<file path="config.mk">
export PLATFORM = sky130hd
export DESIGN_NAME = pipeline_hazard_ctrl_flat
export DESIGN_NICKNAME = d
export VERILOG_FILES = /design/src/rtl/pipeline_hazard_ctrl_if.sv /design/src/rtl/pipeline_hazard_ctrl.sv /design/src/flat_wrapper.sv
export SDC_FILE = /design/constraint.sdc
export NUM_CORES = 1
export LEC_CHECK = 0
export CAP_MARGIN = 25
export CORE_MARGIN = 8
export CORE_UTILIZATION = 47
export CTS_CLUSTER_SIZE = 10
export DETAILED_ROUTE_END_ITERATION = 16
export PLACE_DENSITY = 0.78
export SYNTH_ARGS = -nofsm -noshare
export SYNTH_HDL_FRONTEND = slang
export SYNTH_SLANG_ARGS = --single-unit
</file>
<file path="constraint.sdc">
create_clock -name clk -period 4.45 [get_ports clk]
set_input_delay 1.335 -clock clk [delete_from_list [all_inputs] [get_ports clk]]
set_output_delay 1.335 -clock clk [all_outputs]
set_load 0.01 [all_outputs]
</file>
<file path="src/rtl/pipeline_hazard_ctrl_if.sv">
// Decode/writeback/branch handshake between the pipeline and the hazard controller.
// The master side is the pipeline datapath; the slave side is pipeline_hazard_ctrl.
interface pipeline_hazard_ctrl_if #(
   parameter int CNT_W = 16
);
   logic             dec_valid;
   logic [4:0]       dec_rs1;
   logic [4:0]       dec_rs2;
   logic [4:0]       dec_rd;
   logic             dec_wr;
   logic             dec_is_load;
   logic             wb_valid;
   logic [4:0]       wb_rd;
   logic             br_taken;
   logic             mem_stall;
   logic             stall;
   logic             bubble;
   logic             flush;
   logic             issue;
   logic [CNT_W-1:0] stall_cnt;

   modport master (
      output dec_valid, dec_rs1, dec_rs2, dec_rd, dec_wr, dec_is_load,
      output wb_valid, wb_rd, br_taken, mem_stall,
      input  stall, bubble, flush, issue, stall_cnt
   );

   modport slave (
      input  dec_valid, dec_rs1, dec_rs2, dec_rd, dec_wr, dec_is_load,
      input  wb_valid, wb_rd, br_taken, mem_stall,
      output stall, bubble, flush, issue, stall_cnt
   );
endinterface

</file>
<file path="src/rtl/pipeline_hazard_ctrl.sv">
// In-order pipeline hazard controller: register scoreboard, RUN/STALL/FLUSH FSM, stall counter.
// Define HAZARD_FORWARD_EN when ALU results are forwarded, so only loads are tracked writes.
module pipeline_hazard_ctrl #(
   parameter int FLUSH_CYCLES = 2,
   parameter int CNT_W        = 16
) (
   input logic                     clk,
   input logic                     rst,
   pipeline_hazard_ctrl_if.slave   hz
);

   typedef enum logic [1:0] {
      RUN   = 2'd0,
      STALL = 2'd1,
      FLUSH = 2'd2
   } state_t;

   localparam logic [2:0] FLUSH_LOAD = 3'(FLUSH_CYCLES - 1);

   state_t           state;
   logic [2:0]       flush_ctr;
   logic [31:0]      pending;
   logic [31:0]      pending_nxt;
   logic [CNT_W-1:0] stall_cnt;

   logic rs1_hit;
   logic rs2_hit;
   logic rd_hit;
   logic hazard;
   logic in_flush;
   logic issue;
   logic stall;
   logic tracked_wr;

`ifdef HAZARD_FORWARD_EN
   assign tracked_wr = hz.dec_wr & hz.dec_is_load;
`else
   logic unused_is_load;
   assign unused_is_load = hz.dec_is_load;
   assign tracked_wr     = hz.dec_wr;
`endif

   // Index 0 is the hardwired zero register, so it never creates a dependency.
   always_comb begin
      rs1_hit  = (hz.dec_rs1 != 5'd0) && pending[hz.dec_rs1];
      rs2_hit  = (hz.dec_rs2 != 5'd0) && pending[hz.dec_rs2];
      rd_hit   = hz.dec_wr && (hz.dec_rd != 5'd0) && pending[hz.dec_rd];
      hazard   = hz.dec_valid && (rs1_hit || rs2_hit || rd_hit);
      in_flush = (state == FLUSH);
      issue    = !in_flush && hz.dec_valid && !hz.br_taken && !hz.mem_stall && !hazard;
      stall    = !in_flush && !hz.br_taken && (hz.mem_stall || hazard);
   end

   assign hz.issue     = issue;
   assign hz.stall     = stall;
   assign hz.bubble    = !issue;
   assign hz.flush     = hz.br_taken || in_flush;
   assign hz.stall_cnt = stall_cnt;

   // Clear before set so a write issuing in the same cycle as a retirement to that register stays pending.
   always_comb begin
      pending_nxt = pending;
      if (hz.wb_valid && (hz.wb_rd != 5'd0)) begin
         pending_nxt[hz.wb_rd] = 1'b0;
      end
      if (issue && tracked_wr && (hz.dec_rd != 5'd0)) begin
         pending_nxt[hz.dec_rd] = 1'b1;
      end
      pending_nxt[0] = 1'b0;
   end

   // A taken branch outranks every stall source; once in FLUSH further branches are ignored.
   always_ff @(posedge clk or posedge rst) begin
      if (rst) begin
         state     <= RUN;
         flush_ctr <= 3'd0;
      end else begin
         case (state)
            RUN, STALL: begin
               if (hz.br_taken) begin
                  state     <= FLUSH;
                  flush_ctr <= FLUSH_LOAD;
               end else if (hz.mem_stall || hazard) begin
                  state <= STALL;
               end else begin
                  state <= RUN;
               end
            end
            FLUSH: begin
               if (flush_ctr == 3'd0) begin
                  state <= RUN;
               end else begin
                  flush_ctr <= flush_ctr - 3'd1;
               end
            end
            default: begin
               state     <= RUN;
               flush_ctr <= 3'd0;
            end
         endcase
      end
   end

   always_ff @(posedge clk or posedge rst) begin
      if (rst) begin
         pending   <= 32'd0;
         stall_cnt <= '0;
      end else begin
         pending <= pending_nxt;
         if (stall && (stall_cnt != {CNT_W{1'b1}})) begin
            stall_cnt <= stall_cnt + 1'b1;
         end
      end
   end

endmodule

</file>
<file path="src/flat_wrapper.sv">
// flat-port wrapper written by rule: the top's interface ports become plain ports
module pipeline_hazard_ctrl_flat 
#(
   parameter int FLUSH_CYCLES = 2,
   parameter int CNT_W        = 16
)
  (clk, rst, hz_dec_valid, hz_dec_rs1, hz_dec_rs2, hz_dec_rd, hz_dec_wr, hz_dec_is_load, hz_wb_valid, hz_wb_rd, hz_br_taken, hz_mem_stall, hz_stall, hz_bubble, hz_flush, hz_issue, hz_stall_cnt);
  pipeline_hazard_ctrl_if #(.CNT_W(CNT_W)) hz_i ();
  input logic clk;
  input logic rst;
  input wire logic [$bits(hz_i.dec_valid)-1:0] hz_dec_valid;
  input wire logic [$bits(hz_i.dec_rs1)-1:0] hz_dec_rs1;
  input wire logic [$bits(hz_i.dec_rs2)-1:0] hz_dec_rs2;
  input wire logic [$bits(hz_i.dec_rd)-1:0] hz_dec_rd;
  input wire logic [$bits(hz_i.dec_wr)-1:0] hz_dec_wr;
  input wire logic [$bits(hz_i.dec_is_load)-1:0] hz_dec_is_load;
  input wire logic [$bits(hz_i.wb_valid)-1:0] hz_wb_valid;
  input wire logic [$bits(hz_i.wb_rd)-1:0] hz_wb_rd;
  input wire logic [$bits(hz_i.br_taken)-1:0] hz_br_taken;
  input wire logic [$bits(hz_i.mem_stall)-1:0] hz_mem_stall;
  output wire logic [$bits(hz_i.stall)-1:0] hz_stall;
  output wire logic [$bits(hz_i.bubble)-1:0] hz_bubble;
  output wire logic [$bits(hz_i.flush)-1:0] hz_flush;
  output wire logic [$bits(hz_i.issue)-1:0] hz_issue;
  output wire logic [$bits(hz_i.stall_cnt)-1:0] hz_stall_cnt;
  assign hz_i.dec_valid = hz_dec_valid;
  assign hz_i.dec_rs1 = hz_dec_rs1;
  assign hz_i.dec_rs2 = hz_dec_rs2;
  assign hz_i.dec_rd = hz_dec_rd;
  assign hz_i.dec_wr = hz_dec_wr;
  assign hz_i.dec_is_load = hz_dec_is_load;
  assign hz_i.wb_valid = hz_wb_valid;
  assign hz_i.wb_rd = hz_wb_rd;
  assign hz_i.br_taken = hz_br_taken;
  assign hz_i.mem_stall = hz_mem_stall;
  assign hz_stall = hz_i.stall;
  assign hz_bubble = hz_i.bubble;
  assign hz_flush = hz_i.flush;
  assign hz_issue = hz_i.issue;
  assign hz_stall_cnt = hz_i.stall_cnt;
  pipeline_hazard_ctrl #(.FLUSH_CYCLES(FLUSH_CYCLES), .CNT_W(CNT_W)) u_core (.clk(clk), .rst(rst), .hz(hz_i));
endmodule
</file>
==> Word-level counts from Yosys, hierarchy flattened <==
Index checks and enable logic that the tools add are counted.
{ "word_totals": {"reg_bits": 52, "latchBits": 0, "ramBits": 0, "romBits": 0, "out_inout_bits": 20, "word_cells": 74, "memories": 0} }
{ "op_classes": {"add_sub_neg": 2, "mul": 0, "n_div": 0, "order_cmp": 6, "eq_ne": 6, "shifts": 0, "mux": 19, "bitwise": 3, "n_reduce_logical": 34} }
{ "op_table": {"columns": ["operator", "count"], "rows": [
  ["$mux W32", 2],
  ["$and A32 B32 Y32", 1],
  ["$not A32 Y32", 1],
  ["$or A32 B32 Y32", 1],
  ["$lt A5 B6 Y1 const B", 4],
  ["$reduce_bool A5 Y1", 4],
  ["$logic_and A1 B1 Y1", 17],
  ["$add A16 B1 Y16 const B", 1],
  ["$ne A16 B16 Y1 const B", 1],
  ["$bmux W1 S5", 3],
  ["$demux W1 S5", 2],
  ["$ge A5 B1 Y1 const B", 2],
  ["$mux W1", 6],
  ["$mux W3", 2],
  ["$ne A2 B2 Y1 const B", 3],
  ["$pmux W3 S2", 1],
  ["$logic_not A1 Y1", 5],
  ["$logic_or A1 B1 Y1", 4],
  ["$mux W2", 2],
  ["$pmux W2 S2", 1],
  ["$logic_not A3 Y1", 1],
  ["$sub A3 B1 Y3 const B", 1],
  ["$eq A2 B1 Y1 const B", 1],
  ["$eq A2 B2 Y1 const B", 1],
  ["3 further kinds", 3]
]} }

==> Depth between registers and ports, before layout <==
{ "depth": {"word_depth": 11, "mapped_depth": 12, "depth_no_buf": 9} }

==> Least setup slack after synthesis <==
OpenSTA, ideal clock, no wires.
{ "synth_path": {"path_kind": "input to output", "start": "input hz_dec_rs1[0]", "end": "output hz_bubble", "t_arrival_ns": 2.978, "required_time_ns": 3.115, "setup_slack_ns": 0.137, "path_stages": 10, "path_cell_list": "buf_2 mux2_2 o21ai_0 a221oi_1 a22oi_1 nand4_1 a31o_1 a21oi_1 and2_1 inv_1"} }
{ "synth_between": {"elab_chain_cells": 9} }
{ "synth_lines": {"columns": ["element", "line_no", "text"], "rows": [
  ["start: declaration", "flat_wrapper.sv:12", "input wire logic [$bits(hz_i.dec_rs1)-1:0] hz_dec_rs1;"],
  ["$bmux W1 S5", "pipeline_hazard_ctrl.sv:45", "rs1_hit = (hz.dec_rs1 != 5'd0) && pending[hz.dec_rs1];"],
  ["$mux W1 (not written as such)", "pipeline_hazard_ctrl.sv:45", null],
  ["$logic_and A1 B1 Y1 *", "pipeline_hazard_ctrl.sv:45", null],
  ["$logic_or A1 B1 Y1 * (2 in series)", "pipeline_hazard_ctrl.sv:48", "hazard = hz.dec_valid && (rs1_hit || rs2_hit || rd_hit);"],
  ["$logic_and A1 B1 Y1 *", "pipeline_hazard_ctrl.sv:48", null],
  ["$logic_not A1 Y1 *", "pipeline_hazard_ctrl.sv:50", "issue = !in_flush && hz.dec_valid && !hz.br_taken && !hz.mem_stall && !hazard;"],
  ["$logic_and A1 B1 Y1 *", "pipeline_hazard_ctrl.sv:50", null],
  ["named net hz_issue", "flat_wrapper.sv:24", "output wire logic [$bits(hz_i.issue)-1:0] hz_issue;"],
  ["$logic_not A1 Y1 *", "pipeline_hazard_ctrl.sv:56", "assign hz.bubble = !issue;"],
  ["end: declaration", "flat_wrapper.sv:22", "output wire logic [$bits(hz_i.bubble)-1:0] hz_bubble;"]
]} }
Mark *: on every way through the listed nets, which the timed path passes. The rest lies on a longest branch. The select of a mux whose other input is x is not followed.

==> Worst setup path after layout <==
{ "layout_path": {"start": "input hz_dec_rs2[1]", "end": "output hz_stall"} }
{ "layout_between": {"elab_chain_cells": 8} }
{ "layout_lines": {"columns": ["element", "line_no", "text"], "rows": [
  ["start: declaration", "flat_wrapper.sv:13", "input wire logic [$bits(hz_i.dec_rs2)-1:0] hz_dec_rs2;"],
  ["$bmux W1 S5", "pipeline_hazard_ctrl.sv:46", "rs2_hit = (hz.dec_rs2 != 5'd0) && pending[hz.dec_rs2];"],
  ["$mux W1 (not written as such)", "pipeline_hazard_ctrl.sv:46", null],
  ["$logic_and A1 B1 Y1 *", "pipeline_hazard_ctrl.sv:46", null],
  ["$logic_or A1 B1 Y1 * (2 in series)", "pipeline_hazard_ctrl.sv:48", null],
  ["$logic_and A1 B1 Y1 *", "pipeline_hazard_ctrl.sv:48", null],
  ["$logic_or A1 B1 Y1 *", "pipeline_hazard_ctrl.sv:51", "stall = !in_flush && !hz.br_taken && (hz.mem_stall || hazard);"],
  ["$logic_and A1 B1 Y1 *", "pipeline_hazard_ctrl.sv:51", null],
  ["end: declaration", "flat_wrapper.sv:21", "output wire logic [$bits(hz_i.stall)-1:0] hz_stall;"]
]} }
Every way passes the cells marked *; elsewhere a longest branch is shown, timed or not. The select of a mux whose other input is x is not followed.

==> results.toml <==
[min_path]
hp-class = "register to register"
hold_end = "u_core.hz.stall_cnt[5]"
hold_depth = 1
hp-start = "u_core.hz.stall_cnt[5]"

[critical_path]
rrSetupSlack_ns = 1.60
startpoint_type = "input pin"
regToRegStartpoint = "u_core.pending[29]"
cp_max_fo = 4
worstPathRequired_ns = 3.12
arrival_ns = 3.25
crit_type = "input pin to output port"
rr_worst_depth = 12
endpoint_kind = "output port"
rr_endpoint = "u_core.pending[23]"

[logic_synthesis]
synth_area_leaders = "dfrtp_1 (39%), o21ai_0 (11%), mux2i_1 (8.1%)"
synth_edf_count = 0
yosys-top-cells-count = "o21ai_0 (71), dfrtp_1 (52), mux2i_1 (27), nand2_1 (24), nor2_1 (17)"
syn-cell-area_um2 = 3352
synth_cells = 358
yosys_warnings = 0
syn_area_per_cell_um2 = 9.363
synth-seq-area-share_pct = 38.82
synthMostInstantiatedCell = "o21ai_0"
yosys.area.top_type = "dfrtp_1"
synthFlopType = "dfrtp_1"
synth_top_cell_area_share_pct = 38.82
synthArstFlopShare_pct = 100.0
synth_cell_types = 49
synth-seq-cells = 52
syn-num-nets = 389

[timing]
fin_skew_ns = 0.01403
maxSlewHeadroom_pct = 57.38
slew_violations = 0
hold-worst-slack_ns = 0.4990
fmax_mhz = 218.3
worst_slack_ns = -0.1304
hold_violations = 0
setup_viol = 3
grt_setup_unrepaired = "yes"
fin_crit_ns = 4.580
post-route-period-util_pct = 102.9
worst_pin_slew_ns = 0.6384

[grt]
grt_first_pass_wirelength_um = 15950
antenna_found_initial = 0
overflow = 0
grt_util_all_layers_pct = 19.69
first_global_vias = 3235
grt_max_degree = 30

[finish]
fill_cells = 563
finalNonFillerCells = 541
nNetsFinal = 475
drive_gt1_share_pct = 23.60
areaGrowthSynthToFinish_pct = 33.15
diodes = 0
fin_util_pct = 65.33

[pwr]
seq_power_share_pct = 45.3
power_density_nw_per_um2 = 288.0
peakVddDrop_v = 0.0002406
p_sw_uw = 425.7
leakagePower_nw = 1.890
power_mw = 1.285
clkPwrFrac_pct = 21.1
switching_share_pct = 33.12
p_int_uw = 859.8
p_comb_share_pct = 33.6

[placed_design]
place.gp.congestion = 0.9408
dp_cells = 515
portBuffers = 46
place_hpwl_um = 6999

[run_status]
violations = "negative setup slack"
status = "complete, but fails checks"

[clocking]
clock_latency_ns = 0.31
cts_buffer_depth = 2
htreeDepth = 2
clock_sinks = 52
cts_hold_buf = 0
cts_tree = "yes"
cts-root-buf = "clkbuf_8"
cts.clk_slew.worst_paths_ns = 0.10
cts_made_buffers = 5

[drt]
ant_nets = 0
wl_per_cell_um = 18.53
viasPerCell = 6.031
drtIter0Drc = 313
wl_um = 10020
drc = 0
drtPass1Iterations = 5
dr_total_vias = 3263

[floorplan]
ios = 48
coreArea_um2 = 6832
initial_core_util_pct = 49.07
die_x_um = 100.5
rows = 30
dieArea_um2 = 10090
die_h_um = 100.5

[run]
drv_cap = 0
[power by group through the flow]
stage                     Clock (mW)  Sequential [mW]  Combinational (mW)
after floorplan                    0            0.586               0.223
after global placement             0            0.585               0.383
after detailed placement           0            0.589               0.399
after CTS                      0.273            0.580               0.422
after global routing           0.286            0.591               0.476
final                          0.271            0.582               0.432
[layout make-up]
| class | instances | area [µm²] | area share [%] |
|---|---|---|---|
| Clock buffer | 6 | 72.57 | 1.626 |
| Clock inverter | 2 | 16.27 | 0.3645 |
| Inverter | 7 | 26.28 | 0.5887 |
| Multi-Input combinational cell | 283 | 2028 | 45.44 |
| Sequential cell | 52 | 1301 | 29.16 |
| Tap cell | 96 | 120.1 | 2.691 |
| Timing Repair Buffer | 95 | 898.4 | 20.13 |
[through the flow]
stage               TNS [ns]  cell area, µm²  worst slack, ns
floorplan                  0            3352           0.1365
global placement      -2.722            4098          -0.9349
detailed placement    -2.775            4098          -0.9601
CTS                  -0.3022            4370          -0.1379
global route         -0.6458            4463          -0.2337
finish               -0.3072            4463          -0.1304
[registers in the layout, summed over array words and instances (netlist names)]
name and flops:
u_core.state 2, u_core.flush_ctr 3, u_core.hz.stall_cnt 16, u_core.pending 31
[routing by layer]
layer | global-route usage [%] | wire [µm]
met1 | 23.98 | 4092
met2 | 33.13 | 4918
met3 | 3.384 | 739
met4 | 8.953 | 274
met5 | 0 | 0
[how the worst max path moves through the flow]
| stage | startpoint | endpoint | slack [ns] | depth (start not counted) |
|---|---|---|---|---|
| after floorplan | hz_dec_rs1[0] | hz_bubble | 0.14 | 10 |
| after global placement | hz_dec_rd[0] | hz_issue | -0.93 | 10 |
| after detailed placement | hz_dec_rs2[0] | hz_issue | -0.96 | 11 |
| after CTS | hz_dec_rs2[0] | hz_stall | -0.14 | 12 |
| after global routing | hz_dec_rs2[1] | hz_bubble | -0.23 | 11 |
| final | hz_dec_rs2[1] | hz_stall | -0.13 | 10 |
[logic make-up (layout without fill, tap and decap cells)]
group / after synthesis / after routing / synth area share [%]
adders and majority gates: 3 / 3 / 1.120
muxes: 42 / 42 / 14.00
and+or+nand+nor: 122 / 122 / 20.79
DFF: 52 / 52 / 38.82
xor gates and xnor gates: 13 / 13 / 3.397
buffers and inverters: 23 / 110 / 3.919
AOI/OAI and AO/OA: 103 / 103 / 17.95
[placed cells by master (no fill, tap or decap), drive strengths merged, types with 3 or more instances in the layout]
cell and count:
clkbuf 9, clkdlybuf4s50 31, o22ai 4, or3 3, nor2 17, ha 3
nor3 3, inv 7, a21oi 7, a221oi 6, nand3b 12, mux2i 27
nand2b 5, and2 5, nand4 12, nor2b 10, or3b 4, xnor2 13
nand3 11, mux2 13, nand2 24, and3 7, nand4b 3, o21ai 71
dfrtp 52, buf 55
[worst max-delay path, stage by stage]
cell and delay, ns:
clkdlybuf4s15_1 0.26, buf_4 0.18, nor2_1 0.21, a221oi_2 0.11, a31oi_1 0.19, nand4_1 0.17
a31o_1 0.27, buf_4 0.15, a22o_4 0.22, buf_6 0.12
[what timing repair did]
| action | 4_1_cts | 5_1_grt |
|---|---|---|
| pin swaps | 11 | 12 |
| buffers inserted | 8 | 8 |
| resized for setup | 60 | 29 |
| setup endpoints to repair | 3 | 3 |
| cloned | 2 | 1 |
Note: power is estimated with default switching activity, not from simulation.
